[src/rtl/dev_sel_bus_ctrl_pkg.sv]
// Shared device map defaults, device index names and sequencer state encodings.
package dev_sel_bus_ctrl_pkg;

  localparam int DEF_XLEN    = 32;
  localparam int DEF_NUM_DEV = 4;

  localparam logic [DEF_NUM_DEV*DEF_XLEN-1:0] DEF_DEV_BASE =
    {32'h1000_2000, 32'h1000_1000, 32'h1000_0000, 32'h0000_0000};
  localparam logic [DEF_NUM_DEV*DEF_XLEN-1:0] DEF_DEV_MASK =
    {32'hFFFF_F000, 32'hFFFF_F000, 32'hFFFF_F000, 32'hFFFF_0000};

  localparam int DEV_BOOT = 0;
  localparam int DEV_SPI  = 1;
  localparam int DEV_UART = 2;
  localparam int DEV_GPIO = 3;

  typedef enum logic [1:0] {
    ST_IDLE   = 2'd0,
    ST_ACCESS = 2'd1,
    ST_RESP   = 2'd2
  } state_t;

  function automatic int idx_width(input int n);
    return (n > 1) ? $clog2(n) : 1;
  endfunction

endpackage

[src/rtl/dev_sel_bus_ctrl_if.sv]
// Core request/response channel plus the per-device select/ack bundle.
interface dev_sel_bus_ctrl_if #(
  parameter int XLEN    = 32,
  parameter int NUM_DEV = 4
);
  logic                    req_valid;
  logic                    req_ready;
  logic [XLEN-1:0]         req_addr;
  logic                    req_we;
  logic [XLEN-1:0]         req_wdata;
  logic                    rsp_valid;
  logic [XLEN-1:0]         rsp_rdata;
  logic                    rsp_err;
  logic [NUM_DEV-1:0]      dev_sel;
  logic [XLEN-1:0]         dev_addr;
  logic                    dev_we;
  logic [XLEN-1:0]         dev_wdata;
  logic [NUM_DEV-1:0]      dev_ready;
  logic [NUM_DEV*XLEN-1:0] dev_rdata;

  modport master (
    output req_valid, req_addr, req_we, req_wdata, dev_ready, dev_rdata,
    input  req_ready, rsp_valid, rsp_rdata, rsp_err, dev_sel, dev_addr, dev_we, dev_wdata
  );

  modport slave (
    input  req_valid, req_addr, req_we, req_wdata, dev_ready, dev_rdata,
    output req_ready, rsp_valid, rsp_rdata, rsp_err, dev_sel, dev_addr, dev_we, dev_wdata
  );
endinterface

[src/rtl/dev_sel_bus_ctrl_addr_decode.sv]
// Combinational base/mask region match; lowest device index wins on overlap.
// Zero latency, no backpressure.
module dev_sel_bus_ctrl_addr_decode
  import dev_sel_bus_ctrl_pkg::*;
#(
  parameter int                       XLEN     = DEF_XLEN,
  parameter int                       NUM_DEV  = DEF_NUM_DEV,
  parameter logic [NUM_DEV*XLEN-1:0]  DEV_BASE = DEF_DEV_BASE,
  parameter logic [NUM_DEV*XLEN-1:0]  DEV_MASK = DEF_DEV_MASK,
  localparam int                      IDX_W    = idx_width(NUM_DEV)
) (
  input  logic [XLEN-1:0]    addr,
  output logic [NUM_DEV-1:0] hit,
  output logic               hit_any,
  output logic [IDX_W-1:0]   idx
);

  // Scan from the top down so the lowest matching index is the last writer.
  always_comb begin
    hit     = '0;
    hit_any = 1'b0;
    idx     = '0;
    for (int i = NUM_DEV - 1; i >= 0; i--) begin
      if ((addr & DEV_MASK[i*XLEN +: XLEN]) == DEV_BASE[i*XLEN +: XLEN]) begin
        hit     = '0;
        hit[i]  = 1'b1;
        hit_any = 1'b1;
        idx     = IDX_W'(i);
      end
    end
  end

endmodule

[src/rtl/dev_sel_bus_ctrl.sv]
// Device selector/sequencer: accept, select one device, wait for its ready (or timeout), respond.
// Min 3 cycles per hit access, 2 per decode miss; req_ready low outside IDLE so requests stall.
module dev_sel_bus_ctrl
  import dev_sel_bus_ctrl_pkg::*;
#(
  parameter int                       XLEN     = DEF_XLEN,
  parameter int                       NUM_DEV  = DEF_NUM_DEV,
  parameter logic [NUM_DEV*XLEN-1:0]  DEV_BASE = DEF_DEV_BASE,
  parameter logic [NUM_DEV*XLEN-1:0]  DEV_MASK = DEF_DEV_MASK,
  parameter int                       TIMEOUT  = 255
) (
  input logic               clk,
  input logic               rst,
  dev_sel_bus_ctrl_if.slave bus
);

  localparam int IDX_W = idx_width(NUM_DEV);
  localparam int CNT_W = (TIMEOUT > 0) ? $clog2(TIMEOUT + 1) : 1;
  localparam logic [CNT_W-1:0] CNT_LAST = CNT_W'(TIMEOUT - 1);

  state_t             state;
  logic [CNT_W-1:0]   cnt;
  logic [IDX_W-1:0]   sel_idx;
  logic [NUM_DEV-1:0] hit;
  logic               hit_any;
  logic [IDX_W-1:0]   dec_idx;
  logic [XLEN-1:0]    off_mask;
  logic [XLEN-1:0]    sel_rdata;
  logic               sel_rdy;

  dev_sel_bus_ctrl_addr_decode #(
    .XLEN(XLEN), .NUM_DEV(NUM_DEV), .DEV_BASE(DEV_BASE), .DEV_MASK(DEV_MASK)
  ) u_dec (
    .addr(bus.req_addr), .hit(hit), .hit_any(hit_any), .idx(dec_idx)
  );

  // Region mask of the winning device; a miss keeps the raw address.
  always_comb begin
    off_mask = '0;
    for (int i = 0; i < NUM_DEV; i++) begin
      if (hit[i]) off_mask = DEV_MASK[i*XLEN +: XLEN];
    end
  end

  assign sel_rdata = bus.dev_rdata[int'(sel_idx)*XLEN +: XLEN];
  assign sel_rdy   = bus.dev_ready[sel_idx];

  always_ff @(posedge clk or posedge rst) begin
    if (rst) begin
      state         <= ST_IDLE;
      cnt           <= '0;
      sel_idx       <= '0;
      bus.req_ready <= 1'b1;
      bus.rsp_valid <= 1'b0;
      bus.rsp_rdata <= '0;
      bus.rsp_err   <= 1'b0;
      bus.dev_sel   <= '0;
      bus.dev_addr  <= '0;
      bus.dev_we    <= 1'b0;
      bus.dev_wdata <= '0;
    end else begin
      case (state)
        ST_IDLE: begin
          if (bus.req_valid) begin
            bus.req_ready <= 1'b0;
            bus.dev_addr  <= bus.req_addr & ~off_mask;
            bus.dev_we    <= bus.req_we;
            bus.dev_wdata <= bus.req_wdata;
            if (hit_any) begin
              bus.dev_sel <= hit;
              sel_idx     <= dec_idx;
              state       <= ST_ACCESS;
            end else begin
              bus.rsp_valid <= 1'b1;
              bus.rsp_err   <= 1'b1;
              bus.rsp_rdata <= '0;
              state         <= ST_RESP;
            end
          end
        end
        ST_ACCESS: begin
          if (sel_rdy) begin
            bus.dev_sel   <= '0;
            bus.rsp_valid <= 1'b1;
            bus.rsp_err   <= 1'b0;
            bus.rsp_rdata <= bus.dev_we ? '0 : sel_rdata;
            cnt           <= '0;
            state         <= ST_RESP;
          end else if ((TIMEOUT != 0) && (cnt == CNT_LAST)) begin
            bus.dev_sel   <= '0;
            bus.rsp_valid <= 1'b1;
            bus.rsp_err   <= 1'b1;
            bus.rsp_rdata <= '0;
            cnt           <= '0;
            state         <= ST_RESP;
          end else if (TIMEOUT != 0) begin
            cnt <= cnt + 1'b1;
          end
        end
        ST_RESP: begin
          bus.rsp_valid <= 1'b0;
          bus.rsp_err   <= 1'b0;
          bus.rsp_rdata <= '0;
          bus.req_ready <= 1'b1;
          cnt           <= '0;
          state         <= ST_IDLE;
        end
        default: begin
          state         <= ST_IDLE;
          bus.req_ready <= 1'b1;
        end
      endcase
    end
  end

endmodule

[src/flat_wrapper.sv]
// flat-port wrapper written by rule: the top's interface ports become plain ports
module dev_sel_bus_ctrl_flat import dev_sel_bus_ctrl_pkg::*;
#(
  parameter int                       XLEN     = DEF_XLEN,
  parameter int                       NUM_DEV  = DEF_NUM_DEV,
  parameter logic [NUM_DEV*XLEN-1:0]  DEV_BASE = DEF_DEV_BASE,
  parameter logic [NUM_DEV*XLEN-1:0]  DEV_MASK = DEF_DEV_MASK,
  parameter int                       TIMEOUT  = 255
)
  (clk, rst, bus_req_valid, bus_req_addr, bus_req_we, bus_req_wdata, bus_dev_ready, bus_dev_rdata, bus_req_ready, bus_rsp_valid, bus_rsp_rdata, bus_rsp_err, bus_dev_sel, bus_dev_addr, bus_dev_we, bus_dev_wdata);
  dev_sel_bus_ctrl_if #(.XLEN(XLEN), .NUM_DEV(NUM_DEV)) bus_i ();
  input logic clk;
  input logic rst;
  input wire logic [$bits(bus_i.req_valid)-1:0] bus_req_valid;
  input wire logic [$bits(bus_i.req_addr)-1:0] bus_req_addr;
  input wire logic [$bits(bus_i.req_we)-1:0] bus_req_we;
  input wire logic [$bits(bus_i.req_wdata)-1:0] bus_req_wdata;
  input wire logic [$bits(bus_i.dev_ready)-1:0] bus_dev_ready;
  input wire logic [$bits(bus_i.dev_rdata)-1:0] bus_dev_rdata;
  output wire logic [$bits(bus_i.req_ready)-1:0] bus_req_ready;
  output wire logic [$bits(bus_i.rsp_valid)-1:0] bus_rsp_valid;
  output wire logic [$bits(bus_i.rsp_rdata)-1:0] bus_rsp_rdata;
  output wire logic [$bits(bus_i.rsp_err)-1:0] bus_rsp_err;
  output wire logic [$bits(bus_i.dev_sel)-1:0] bus_dev_sel;
  output wire logic [$bits(bus_i.dev_addr)-1:0] bus_dev_addr;
  output wire logic [$bits(bus_i.dev_we)-1:0] bus_dev_we;
  output wire logic [$bits(bus_i.dev_wdata)-1:0] bus_dev_wdata;
  assign bus_i.req_valid = bus_req_valid;
  assign bus_i.req_addr = bus_req_addr;
  assign bus_i.req_we = bus_req_we;
  assign bus_i.req_wdata = bus_req_wdata;
  assign bus_i.dev_ready = bus_dev_ready;
  assign bus_i.dev_rdata = bus_dev_rdata;
  assign bus_req_ready = bus_i.req_ready;
  assign bus_rsp_valid = bus_i.rsp_valid;
  assign bus_rsp_rdata = bus_i.rsp_rdata;
  assign bus_rsp_err = bus_i.rsp_err;
  assign bus_dev_sel = bus_i.dev_sel;
  assign bus_dev_addr = bus_i.dev_addr;
  assign bus_dev_we = bus_i.dev_we;
  assign bus_dev_wdata = bus_i.dev_wdata;
  dev_sel_bus_ctrl #(.XLEN(XLEN), .NUM_DEV(NUM_DEV), .DEV_BASE(DEV_BASE), .DEV_MASK(DEV_MASK), .TIMEOUT(TIMEOUT)) u_core (.clk(clk), .rst(rst), .bus(bus_i));
endmodule
[config.mk]
export PLATFORM = sky130hd
export DESIGN_NAME = dev_sel_bus_ctrl_flat
export DESIGN_NICKNAME = d
export VERILOG_FILES = /design/src/rtl/dev_sel_bus_ctrl_pkg.sv /design/src/rtl/dev_sel_bus_ctrl_if.sv /design/src/rtl/dev_sel_bus_ctrl_addr_decode.sv /design/src/rtl/dev_sel_bus_ctrl.sv /design/src/flat_wrapper.sv
export SDC_FILE = /design/constraint.sdc
export NUM_CORES = 1
export LEC_CHECK = 0
export CORE_UTILIZATION = 35
export DETAILED_ROUTE_END_ITERATION = 10
export PLACE_DENSITY = 0.79
export REMOVE_ABC_BUFFERS = 1
export SLEW_MARGIN = 20
export SYNTH_ARGS = -nofsm -noshare
export SYNTH_HDL_FRONTEND = slang
export SYNTH_HIERARCHICAL = 1
export SYNTH_SLANG_ARGS = --single-unit
[constraint.sdc]
create_clock -name clk -period 3.64 [get_ports clk]
set_clock_uncertainty 0.05 [all_clocks]
set_input_delay 0.546 -clock clk [delete_from_list [all_inputs] [get_ports clk]]
set_output_delay 0.546 -clock clk [all_outputs]
set_load 0.01 [all_outputs]
==> results_dict.tcl, run 1 <==
set metrics [dict create \
    run_status "finished, final reports clean" \
    worstSetupPathType "in -> reg" \
    fillers 1168 \
    ctsHtreeMaxLevel 4 \
    synthFlopType "dfrtp_1" \
    hold_depth 2 \
    cp_cell_sequence "clkdlybuf4s50_1 -> nor4_1 -> nand2_1 -> a211oi_1 -> nand2b_1 -> a21oi_1 -> and4b_1 -> buf_4 -> a22o_1" \
    synth.top_cells.by_area "dfrtp_1 53%, mux4_2 14%, mux2_2 9.9%" \
    max_freq_mhz 356 \
    start_util 0.359 \
    tightest_slew_ns 0.678 \
    yosysWarnings 6 \
    r2r-start "u_core/state[1]" \
    wl_microns 15600 \
    cts_resized 0 \
    setup_viol 0 \
    grt_overflow 0 \
    syn_to_final_growth_pct 69.3 \
    holdBufCountCts 0 \
    pwr-share-clk 0.291 \
    rsz0062_at_grt "no" \
    yosysTopAreaCellShare 0.527 \
    gp_congestion 0.836 \
    min_period_ns 2.81 \
    core_sq_um 15200 \
    cp_slowest_cell "clkdlybuf4s50_1" \
    startpoint_type "input pin" \
    cts_buffers 17 \
    finalMaxSlewViolations 0 \
    p_sw_frac 0.287 \
    synth.most_common_cell "dfrtp_1" \
    clk_pin_slew_worst_paths_ns 0.06 \
    die_w_microns 127 \
    antenna_found_initial 0 \
    routed_via_density 5.12 \
    layout-drive-gt1-share 0.187 \
    synth_cell_types 45 \
    synth-edff-count 0 \
    ant_nets 0 \
    r2r_cells 8 \
    synth_seq_cells 116 \
    fin_total_pwr_w 0.00555 \
    p_int_w 0.00395 \
    r2r_setup_slack_ns 1.21 \
    fin_nets 888 \
    hold_path_class "reg -> reg" \
    fin_setup_tns_ns 0 \
    dp_hpwl_microns 12300 \
    multi_input_area_sq_um 2380 \
    met1_length_microns 5930 \
    ir_worst_vdd_mv 0.311 \
    track_usage 0.199 \
    p_comb_frac 0.363 \
    cts_root_buffer "clkbuf_16" \
    relSlewSlack 0.546 \
    synth_cells 378 \
    r2r-end "u_core/bus.dev_addr[18]" \
    p_seq_frac 0.346 \
    cts_num_sinks 116 \
    power_density_nw_per_um2 600 \
    ys_top_cells_by_count "115 x dfrtp_1, 52 x a22o_1, 48 x mux2_2" \
    critical_path_buf_inv_count 2 \
    grt_max_degree 49 \
    synth_top_area_cell "dfrtp_1" \
    ios 304 \
    dr_wl_met2_microns 8090 \
    drc 0 \
    ys_async_sr_fraction 1.00 \
    vias 4520 \
    die_y_microns 127 \
    hp-start "u_core/bus.req_ready" \
    post_cts_buffers 0 \
    portBuffers 303 \
    hold_end "u_core/bus.req_ready" \
    final_util 0.608 \
    seq_area_frac_synth 0.532 \
    hold_slack_ns 0.447 \
    finalCritPeriodShare 0.771 \
    regArea_sq_um 2910 \
    cts_tree "done" \
    grt_first_pass_wirelength_microns 24600 \
    switchingPower_w 0.00159 \
    setup_ws_ns 0.833 \
    dr.pass1.iters 4 \
    arrival_ns 3.04 \
    diodes 0 \
    avgSynthCellArea_sq_um 14.4 \
    wire_per_inst_microns 17.7 \
    dpl_worst_slack_ns 0.394 \
    cp-end-kind "register" \
    drtIter0Drc 125 \
    max_stage_delay_ns 0.42 \
    synth_area_sq_um 5460 \
    dr.max_layer_used "met4" \
    path_max_fanout 32 \
    finalHoldViolCount 0 \
    worstSkewPairLatency_ns 0.40 \
    crit_family "simple AND/OR/NAND/NOR gates" \
    die_area_sq_um 16100 \
    rows 45 \
    power.leakage_nw 3.77 \
    grt_pass1_vias 4885 \
    routed-wl-met3_microns 1040 \
    cts.path.max_buffers 2 \
    maxCapViolCount 0 \
    required_ns 3.87 \
]
## placed cells by master (no fill, tap or decap), types with 8 or more instances in the layout
master           count
clkdlybuf4s50_1    303
a22o_1              52
inv_1                8
mux2_2              48
nand2_1             15
buf_4                9
dfrtp_1            114
clkbuf_16           17
mux4_2              33
## through the flow
| stage | instance area, sq um | std cells |
|---|---|---|
| after floorplan | 5320 | 351 |
| final | 9240 | 883 |
| after CTS | 9240 | 883 |
| after global placement | 8660 | 851 |
| after global routing | 9240 | 883 |
| after detailed placement | 8660 | 851 |
## area by class of cell
type / count / area share
Timing Repair Buffer: 312 / 0.335
Sequential cell: 116 / 0.314
Multi-Input combinational cell: 226 / 0.258
Clock buffer: 17 / 0.0460
Tap cell: 188 / 0.0255
Clock inverter: 15 / 0.0172
Inverter: 9 / 0.00393
## power groups by stage
stage / combinational [W] / sequential [W] / clock, W
finish: 0.00201 / 0.00192 / 0.00161
global route: 0.00214 / 0.00197 / 0.00173
floorplan: 0.000646 / 0.00210 / 0
CTS: 0.00203 / 0.00192 / 0.00165
global placement: 0.00198 / 0.00192 / 0
detailed placement: 0.00203 / 0.00194 / 0
## layer usage
layer,GRT usage,vias to the layer above
li1,-,2086
met2,0.352,229
met4,0.103,0
met5,0,-
met3,0.0485,38
met1,0.222,2167
## cell families (layout without fill, tap and decap cells)
family                     after synthesis  in the layout  synth area share
DFF                                    116            116             0.532
muxes                                   86             86             0.244
AOI/OAI and AO/OA                       80             80             0.119
and+or+nand+nor                         51             51            0.0534
buffers and inverters                   36            353            0.0325
adders and majority gates                6              6            0.0138
xor gates and xnor gates                 3              3           0.00481
## flip-flops by register name, summed over array words and instances (netlist names)
name / count
u_core/bus.dev_addr: 32
u_core/bus.dev_sel: 4
u_core/bus.dev_wdata: 32
u_core/bus.dev_we: 1
u_core/bus.req_ready: 1
u_core/bus.rsp_err: 1
u_core/bus.rsp_rdata: 32
u_core/bus.rsp_valid: 1
u_core/cnt: 8
u_core/sel_idx: 2
u_core/state: 2
## worst max path at each step
stage                          start                       end  depth (start not counted)
finish              bus_req_addr[26]  u_core/bus.rsp_rdata[28]                          9
global route        bus_req_addr[26]  u_core/bus.rsp_rdata[10]                          9
CTS                 bus_req_addr[29]  u_core/bus.rsp_rdata[28]                          9
detailed placement  bus_req_addr[29]   u_core/bus.rsp_rdata[6]                          9
global placement    bus_req_addr[26]  u_core/bus.rsp_rdata[27]                          9
floorplan                        rst    u_core/bus.dev_addr[0]                          1
## worst min-delay path: cells and delay by family (launching register included)
kind,cells,cell delay [ns]
flip-flops,1,0.36
AO/OA/AOI/OAI,2,0.12
Power figures use the tool's default switching activity.
==> run 2, diff against run 1 <==
Settings changed: CORE_UTILIZATION 35 to 39, PLACE_DENSITY 0.79 to 0.83.
Clock period 3.64 ns to 2.9 ns, I/O delays scaled along.
==> results_dict.tcl, run 2 (synthesized netlist as in run 1, its figures left out) <==
set metrics [dict create \
    dp_hpwl_microns 13400 \
    clk_pin_slew_worst_paths_ns 0.06 \
    syn_to_final_growth_pct 70.6 \
    cp_slowest_cell "clkdlybuf4s50_1" \
    run_status "finished, final reports clean" \
    finalHoldViolCount 0 \
    ir_worst_vdd_mv 0.492 \
    maxCapViolCount 0 \
    arrival_ns 2.66 \
    grt_first_pass_wirelength_microns 25800 \
    crit_family "simple AND/OR/NAND/NOR gates" \
    finalCritPeriodShare 0.821 \
    hold_path_class "reg -> reg" \
    min_period_ns 2.38 \
    layout-drive-gt1-share 0.190 \
    post_cts_buffers 0 \
    gp_congestion 0.845 \
    mostFrequentLayoutCells "303 x clkdlybuf4s50_1, 114 x dfrtp_1, 52 x a22o_1" \
    cts_root_buffer "clkbuf_16" \
    fin_nets 892 \
    hp-start "u_core/bus.req_ready" \
    max_stage_delay_ns 0.42 \
    dr.pass1.iters 5 \
    wire_per_inst_microns 19.4 \
    startpoint_type "input pin" \
    holdBufCountCts 0 \
    path_max_fanout 33 \
    die_y_microns 120 \
    reg_top3 "u_core/bus.dev_addr x32, u_core/bus.dev_wdata x32, u_core/bus.rsp_rdata x32" \
    cts_resized 0 \
    fin_total_pwr_w 0.00708 \
    setup_viol 0 \
    vias 4637 \
    cp-end-kind "register" \
    r2r-start "u_core/state[1]" \
    worstSkewPairLatency_ns 0.41 \
    track_usage 0.239 \
    cts_buffers 17 \
    die_w_microns 120 \
    relSlewSlack 0.525 \
    startpoint "bus_req_addr[22]" \
    max_freq_mhz 420 \
    final_common_cell "clkdlybuf4s50_1" \
    fin_setup_tns_ns 0 \
    portBuffers 303 \
    rsz0062_at_grt "no" \
    ant_nets 0 \
    ctsHtreeMaxLevel 4 \
    cts.path.max_buffers 2 \
    drtIter0Drc 233 \
    rows 42 \
    final_cell_area_sq_um 9310 \
    die_area_sq_um 14500 \
    required_ns 3.18 \
    cp_cell_sequence "clkdlybuf4s50_1 -> nor4_1 -> nand2_1 -> a211oi_1 -> nand2b_1 -> a21oi_1 -> buf_4 -> nand2_4 -> mux2i_1" \
    tightest_slew_ns 0.710 \
    cts_tree "done" \
    routed_via_density 5.30 \
    cts_num_sinks 116 \
    start_util 0.406 \
    power.leakage_nw 3.81 \
    dpl_cell_area_sq_um 8710 \
    diodes 0 \
    grt_overflow 0 \
    finalMaxSlewViolations 0 \
    drc 0 \
    worstSetupPathType "in -> reg" \
    grt_pass1_vias 4935 \
    power_density_nw_per_um2 760 \
    core_sq_um 13500 \
    wl_microns 17000 \
    antenna_found_initial 0 \
    grt_max_degree 57 \
    critical_path_buf_inv_count 2 \
    ios 304 \
]
[run 2: changes by cell type in the layout (fill, tap and decap cells not counted)]
cell        delta
clkbuf_1       +1
clkinvlp_4     +1
clkinv_4       -4
buf_4          +1
bufinv_16      +1
clkbuf_8       +1
inv_6          -1
clkinv_2       +1
buf_12         +3
[run 2: power by group]
part	total [W]	switching, W	internal, W
registers	0.00244	0.000306	0.00213
logic	0.00255	0.000963	0.00158
clock network	0.00209	0.000726	0.00137
[run 2: final timing paths]
check                                     endpoint  slack (ns)  cells after the start
hold reg to reg               u_core/bus.req_ready        0.45                      2
min in group asynchronous  u_core/bus.dev_addr[10]        0.46                      2
setup reg to reg           u_core/bus.dev_addr[16]        0.77                      6
hold / removal                u_core/bus.req_ready        0.45                      2
setup / recovery              u_core/bus.rsp_valid        0.52                      9
max in group asynchronous   u_core/bus.dev_addr[4]        1.64                      3
[run 2: stage by stage]
stage                     utilization  instances  worst slack, ns  hold WS, ns
after global placement          0.647        843            0.133        0.437
after global routing            0.692        875            0.271        0.473
after detailed placement        0.647        843          -0.0176        0.444
after floorplan                     -        351           -0.656        0.421
after CTS                       0.692        875            0.368        0.456
final                           0.692        875            0.520        0.451
[run 2: cell type report]
class,count,area [sq um]
flip-flops and latches,116,2910
clock buffers,19,443
well taps,176,220
repair buffers,316,3170
inverters,9,36.3
clock inverters,13,158
fillers,954,4140
multi-input cells,226,2380
[run 2: per-layer routing]
metal | GRT usage | up-vias | wire, microns
li1 | - | 2090 | -
met1 | 0.246 | 2247 | 5850
met2 | 0.430 | 256 | 9040
met3 | 0.0708 | 44 | 1350
met4 | 0.139 | 0 | 763
met5 | 0 | - | 0
[run 2: tightest hold or removal path, cell delays in order (launching register included)]
cell,delay (ns)
dfstp_2,0.36
o21ai_0,0.05
o21ai_0,0.07
